[config.mk]
export PLATFORM = sky130hd
export DESIGN_NAME = ttl_ctr
export DESIGN_NICKNAME = d
export VERILOG_FILES = /design/src/rtl/ttl_ctr.sv
export SDC_FILE = /design/constraint.sdc
export NUM_CORES = 1
export LEC_CHECK = 0
export ABC_CLOCK_PERIOD_IN_PS = 2600
export CAP_MARGIN = 20
export CORE_AREA = 2 2 39 41
export DETAILED_ROUTE_END_ITERATION = 8
export DIE_AREA = 0 0 41 43
export PLACE_DENSITY = 0.48
export SYNTH_ARGS = -nofsm -noshare
export SYNTH_HDL_FRONTEND = slang
export SYNTH_SLANG_ARGS = --single-unit
[constraint.sdc]
create_clock -name clk -period 2.6 [get_ports clk]
set_input_delay 0.52 -clock clk [delete_from_list [all_inputs] [get_ports clk]]
set_output_delay 0.52 -clock clk [all_outputs]
set_load 0.02 [all_outputs]
[src/rtl/ttl_ctr.sv]
`default_nettype none
// ============================================================================
//  Module   : ttl_ctr
//  Purpose  : Parametrised synchronous presettable counter modelled on the
//             74LS160/161/162/163 family. Width, modulus and clear style are
//             parameters; cascading uses the ENP/ENT/RCO ripple-carry scheme.
//
//  Parameters
//    WIDTH    : counter width in bits (1..16)
//    MODULUS  : count length (2..2**WIDTH); 10 with WIDTH=4 gives a decade part
//    SYNC_CLR : 1 = clr_n synchronous (LS162/163), 0 = asynchronous (LS160/161)
//
//  Ports
//    clk     in   rising-edge system clock
//    rst_n   in   asynchronous active-low reset, forces q to 0
//    clr_n   in   active-low clear (sync or async per SYNC_CLR)
//    load_n  in   active-low synchronous parallel load of d
//    enp     in   count enable P
//    ent     in   count enable T, also gates rco
//    up      in   count direction, 1 = up (only with TTL_CTR_UPDOWN_EN)
//    d       in   parallel load data
//    q       out  registered counter value
//    rco     out  combinational ripple carry out (ent & terminal count)
//
//  Build option
//    TTL_CTR_UPDOWN_EN : when defined, adds the up port and the down-count
//                        path. When undefined the block counts up only.
//
//  Revision : 1.0  initial release
// ============================================================================
module ttl_ctr #(
    parameter int WIDTH    = 4,
    parameter int MODULUS  = 2 ** WIDTH,
    parameter int SYNC_CLR = 1
) (
    input  logic             clk,
    input  logic             rst_n,
    input  logic             clr_n,
    input  logic             load_n,
    input  logic             enp,
    input  logic             ent,
`ifdef TTL_CTR_UPDOWN_EN
    input  logic             up,
`endif
    input  logic [WIDTH-1:0] d,
    output logic [WIDTH-1:0] q,
    output logic             rco
);

    // Last in-range value; MODULUS-1 always fits in WIDTH bits.
    localparam logic [WIDTH-1:0] C_LAST = WIDTH'(MODULUS - 1);
    localparam logic [WIDTH-1:0] C_ONE  = WIDTH'(1);

    logic [WIDTH-1:0] r_q;
    logic [WIDTH-1:0] w_step_up;
    logic [WIDTH-1:0] w_q_step;
    logic [WIDTH-1:0] w_q_next;
    logic             w_tc;

    // Up step: anything at or beyond the last in-range value goes to zero,
    // which is also how an out-of-range load recovers.
    always_comb begin
        w_step_up = r_q + C_ONE;
        if (r_q >= C_LAST) begin
            w_step_up = '0;
        end
    end

`ifdef TTL_CTR_UPDOWN_EN
    logic [WIDTH-1:0] w_step_down;

    // Down step: zero wraps to the last in-range value; out-of-range values
    // simply decrement toward the valid range.
    always_comb begin
        w_step_down = r_q - C_ONE;
        if (r_q == '0) begin
            w_step_down = C_LAST;
        end
    end

    always_comb begin
        w_q_step = w_step_up;
        w_tc     = (r_q == C_LAST);
        if (!up) begin
            w_q_step = w_step_down;
            w_tc     = (r_q == '0);
        end
    end
`else
    always_comb begin
        w_q_step = w_step_up;
        w_tc     = (r_q == C_LAST);
    end
`endif

    // Edge priority: clear, load, count, hold.
    always_comb begin
        w_q_next = r_q;
        if (!clr_n) begin
            w_q_next = '0;
        end else if (!load_n) begin
            w_q_next = d;
        end else if (enp && ent) begin
            w_q_next = w_q_step;
        end
    end

    generate
        if (SYNC_CLR != 0) begin : g_sync_clr
            always_ff @(posedge clk or negedge rst_n) begin
                if (!rst_n) begin
                    r_q <= '0;
                end else begin
                    r_q <= w_q_next;
                end
            end
        end else begin : g_async_clr
            // clr_n joins the sensitivity list so it clears without a clock
            // and holds q at zero for as long as it stays low.
            always_ff @(posedge clk or negedge rst_n or negedge clr_n) begin
                if (!rst_n) begin
                    r_q <= '0;
                end else if (!clr_n) begin
                    r_q <= '0;
                end else begin
                    r_q <= w_q_next;
                end
            end
        end
    endgenerate

    assign q = r_q;

    // rco is deliberately not gated by enp so that a chain sharing enp sees
    // every upper stage's ent settle before the common edge.
    assign rco = ent & w_tc;

endmodule
`default_nettype wire
Word-level counts from Yosys, hierarchy flattened
Index checks and enable logic that the tools add are counted.
- output and inout bits: 5
- latch bits: 0
- memories: 0
- memory bits (writable): 0
- input port bits: 10
- word-level logic and storage cells: 11
- bits in registers: 4
- memory bits (read-only): 0
- order comparisons: 1
- muxes and demuxes: 4
- eq/ne operators: 2
- $mul: 0
- reductions and logical operators: 1
- add/subtract/negate cells: 1
- bitwise gates (word level): 1
- shift-type cells: 0
- divide/modulo/power cells: 0
- operators by type and width (operator ; number):
    2-to-1 mux 4 bit ; 4
    adder 4 x 1 -> 4 bit, second input constant ; 1
    equality test 4 bit, second input constant ; 1
    greater-or-equal comparator 4 bit, second input constant ; 1
    != test 3 x 2 -> 1 bit, second input constant ; 1
    bitwise AND 1 bit ; 1
    logical AND 1 bit ; 1

Logic depth before layout (Yosys ltp)
Gate-level depths: netlist of run 1.
- word-level depth: 5
- depth in mapped cells: 4
- depth with buffers taken out: 4

Least setup slack after synthesis of run 1
No wires, ideal clock.
- kind: reg-to-output
- start: register r_q[0] (netlist: q[0])
- end: output port rco
- slack: 1046 ps
- cell stages (with the launch flop): 3
- required time: 2080 ps
- buffers on the path: 0
- arrival: 1034 ps
- path through: dfrtp_1 -> ha_1 -> and4_2
- cells in the longest elaborated chain, start to end: 2
- ends and longest elaborated chain (item ; RTL line ; source):
    from (decl) ; 54 ; logic [WIDTH-1:0] r_q;
    from (signal assigned) ; 114 ; r_q <= w_q_next;
    equality test 4 bit ; 92 ; w_tc = (r_q == C_LAST);
    bitwise AND 1 bit ; 136 ; assign rco = ent & w_tc;
    to (decl) ; 47 ; output logic rco
Every way passes these cells.

Worst setup path in the final report of run 1
- start: input port ent
- end: output port rco
- cells in the longest elaborated chain, start to end: 1
- ends and longest elaborated chain (item ; RTL line ; source):
    from (decl) ; 41 ; input logic ent,
    bitwise AND 1 bit ; 136 ;
Every way passes these cells.

==> flow_metrics.py, run 1 <==
metrics = {
    "timing": {
        "slew_viol_final": 0,
        "setup_tns_ns": 0,
        "hold_ws_ns": 0.490,
        "min_period_ns": 2.37,
        "final_hold_viol_count": 0,
        "clock.fmax_mhz": 422,
        "grt_setup_unrepaired": "false",
        "max_slew.worst_pin.slew_ns": 0.316,
        "finalSetupViolCount": 0,
        "period_share_pct": 91.1,
        "fin_skew_ns": 0.00193,
        "slew_headroom_pct": 78.9,
    },
    "final_layout": {
        "largest_reg_flops": 4,
        "layout-drive-gt1-share_pct": 13.0,
        "seqCellArea_sq_um": 100,
        "fin_nets": 59,
        "final_core_util_pct": 32.4,
        "nFillCells": 159,
        "layout_common_cells": "clkdlybuf4s50_1 (14), dfrtp_1 (4), nand2_1 (3), clkbuf_4 (3)",
        "multi_input_area_sq_um": 161,
        "finalNonFillerCells": 62,
        "area.growth.synth_to_final_pct": 64.2,
        "diodes": 0,
        "final_common_cell": "clkdlybuf4s50_1",
    },
    "route": {
        "drc": 0,
        "routedWlPerCell_um": 11.7,
        "firstDrtPassIters": 2,
        "first_iter_violations": 1,
        "ant_nets": 0,
        "via_count": 296,
        "routed_via_density": 4.77,
        "wl_um": 725,
    },
    "cts": {
        "root_buffer": "clkbuf_4",
        "postCtsHoldBufs": 0,
        "clockBufferDepth": 2,
        "post_cts_buffers": 0,
        "cts_tree": "yes",
        "cts_num_sinks": 4,
        "path_clk_slew_ns": 0.04,
        "cts_buffers": 3,
        "clk_latency_ns": 0.23,
        "post_cts_resized": 0,
        "cts_htree_levels": 1,
    },
    "worst_setup_path": {
        "endpoint_kind": "output port",
        "worstReg2RegEnd": "q[0]",
        "crit_required_ns": 2.08,
        "critPathArrivalTime_ns": 1.85,
        "cp-endpoint": "rco",
        "crit_type": "input pin to output port",
        "r2r_start": "q[0]",
        "cpPeakStageDelay_ns": 0.59,
        "path_common_cell": "clkdlybuf4s50_1",
        "crit_path_start": "ent",
        "cp_max_fo": 4,
        "rr_worst_depth": 3,
        "path_cells": "clkdlybuf4s50_1 > and4_2 > clkdlybuf4s50_1",
        "startpoint_type": "input pin",
        "rrSetupSlack_ns": 1.28,
        "crit_path_top_delay_cell": "clkdlybuf4s50_1",
    },
    "die": {
        "rows": 14,
        "die_h_um": 43,
        "die-area_sq_um": 1760,
        "ios": 15,
        "initial_core_util_pct": 19.7,
        "core_sq_um": 1380,
        "die_w_um": 41,
    },
    "placement": {
        "place_congestion": 0.653,
        "portBuffers": 14,
        "dpl.hpwl_um": 600,
        "dp_cells": 59,
    },
    "synthesis": {
        "syn_avg_cell_area_sq_um": 9.09,
        "ys_seq_elements": 4,
        "synth_top_cell_by_area": "dfrtp_1",
        "ys_top_cells_by_area": "dfrtp_1 (37%), ha_1 (4.6%), a311o_2 (4.1%), nand2_1 (4.1%), a21oi_1 (3.7%)",
        "seq_area_frac_synth_pct": 36.7,
        "ys.warnings.count": 0,
        "synth_top_area_share_pct": 36.7,
        "synthesis.area_sq_um": 273,
        "synth_nets": 41,
        "syn_inst": 30,
        "synth_cell_type_count": 22,
    },
    "global_route": {
        "grt.overflow.total": 0,
        "grt_util_all_layers_pct": 9.47,
        "grt_pass1_wl_mm": 1.06,
        "grt_pass1_vias": 263,
        "grt_max_degree": 11,
        "antenna_found_initial": 0,
    },
    "power": {
        "pwr-share-clk_pct": 36.6,
        "power_density_nw_per_um2": 446,
        "power_frac_comb_pct": 25.9,
        "internal_power_mw": 0.148,
        "seq_power_share_pct": 37.4,
        "max-vdd-ir-drop_uv": 156,
        "p_leak_nw": 0.187,
        "p_switching_mw": 0.0516,
        "p_sw_share_pct": 25.8,
    },
    "run": {
        "cap_violations": 0,
    },
    "worst_hold_path": {
        "worstHoldPathType": "input pin to asynchronous set/reset pin",
    },
    "status": {
        "outcome": "finished, final reports clean",
    },
}
how the worst min path moves through the flow:
stage               startpoint   end  cells after the start
global route             rst_n  q[2]                      1
finish                   rst_n  q[2]                      1
global placement          q[0]  q[0]                      2
floorplan                rst_n  q[0]                      0
detailed placement        q[1]  q[1]                      2
CTS                      rst_n  q[2]                      1
metal layers:
| layer | vias up | global-route usage [%] | share of wire, % |
|---|---|---|---|
| li1 | 148 | - | - |
| met1 | 137 | 11.4 | 40 |
| met2 | 11 | 13.8 | 50 |
| met3 | 0 | 1.57 | 10 |
| met4 | 0 | 8.00 | 0 |
| met5 | - | 0 | 0 |
synthesized netlist by cell type, drive strengths merged:
cell / n
dfrtp: 4
nand2: 4
a21oi: 2
nand3: 2
o21ai: 2
a211o: 1
a21o: 1
a311o: 1
a311oi: 1
a31o: 1
a31oi: 1
and4: 1
buf: 1
ha: 1
inv: 1
nand4b: 1
nor2: 1
nor2b: 1
nor3: 1
o211ai: 1
xor2: 1
cells by family (layout without fill, tap and decap cells):
logic type | Yosys count | count (layout) | share of synthesized area, %
AO/OA/AOI/OAI | 11 | 11 | 28.9
XOR/XNOR | 1 | 1 | 3.21
buffers and inverters | 2 | 18 | 4.13
AND/OR/NAND/NOR | 11 | 11 | 22.5
adder cells (fa/ha/maj) | 1 | 1 | 4.59
flip-flops | 4 | 4 | 36.7
stage by stage:
stage	power, mW	setup WS, ns	area, sq um
2_1_floorplan	0.0974	1.05	273
3_3_place_gp	0.127	0.229	425
3_5_place_dp	0.128	0.231	425
4_1_cts	0.206	0.226	448
5_1_grt	0.212	0.183	448
6_report	0.200	0.231	448
power by group through the flow:
stage / registers (mW) / logic (mW) / clock network (mW)
6_report: 0.0748 / 0.0518 / 0.0732
5_1_grt: 0.0761 / 0.0571 / 0.0792
4_1_cts: 0.0748 / 0.0526 / 0.0786
3_5_place_dp: 0.0755 / 0.0524 / 0
3_3_place_gp: 0.0754 / 0.0519 / 0
2_1_floorplan: 0.0803 / 0.0171 / 0
area by class of cell:
class	count	share of cell area (%)
multi-input cells	24	36.0
inverters	1	0.838
flip-flops and latches	4	22.3
clock buffers	3	5.03
well taps	16	4.47
repair buffers	14	31.3
critical path, delay by kind of cell:
kind | cells | cell delay [ns]
buf+inv | 2 | 1.11
simple gates | 1 | 0.22
Power figures use the tool's default switching activity.
==> run 2: changes to the inputs <==
==> constraint.sdc (replaced) <==
create_clock -name clk -period 2.6 [get_ports clk]
set_input_delay 0.39 -clock clk [delete_from_list [all_inputs] [get_ports clk]]
set_output_delay 0.39 -clock clk [all_outputs]
set_load 0.02 [all_outputs]
==> results of run 2 <==
Same layout as run 1 (identical final DEF). Status: finished, final reports clean.
Main changes from that run: setup slack after placement 0.231 ns -> 0.491 ns; setup slack after layout 0.231 ns -> 0.491 ns; hold slack 0.490 ns -> 0.360 ns
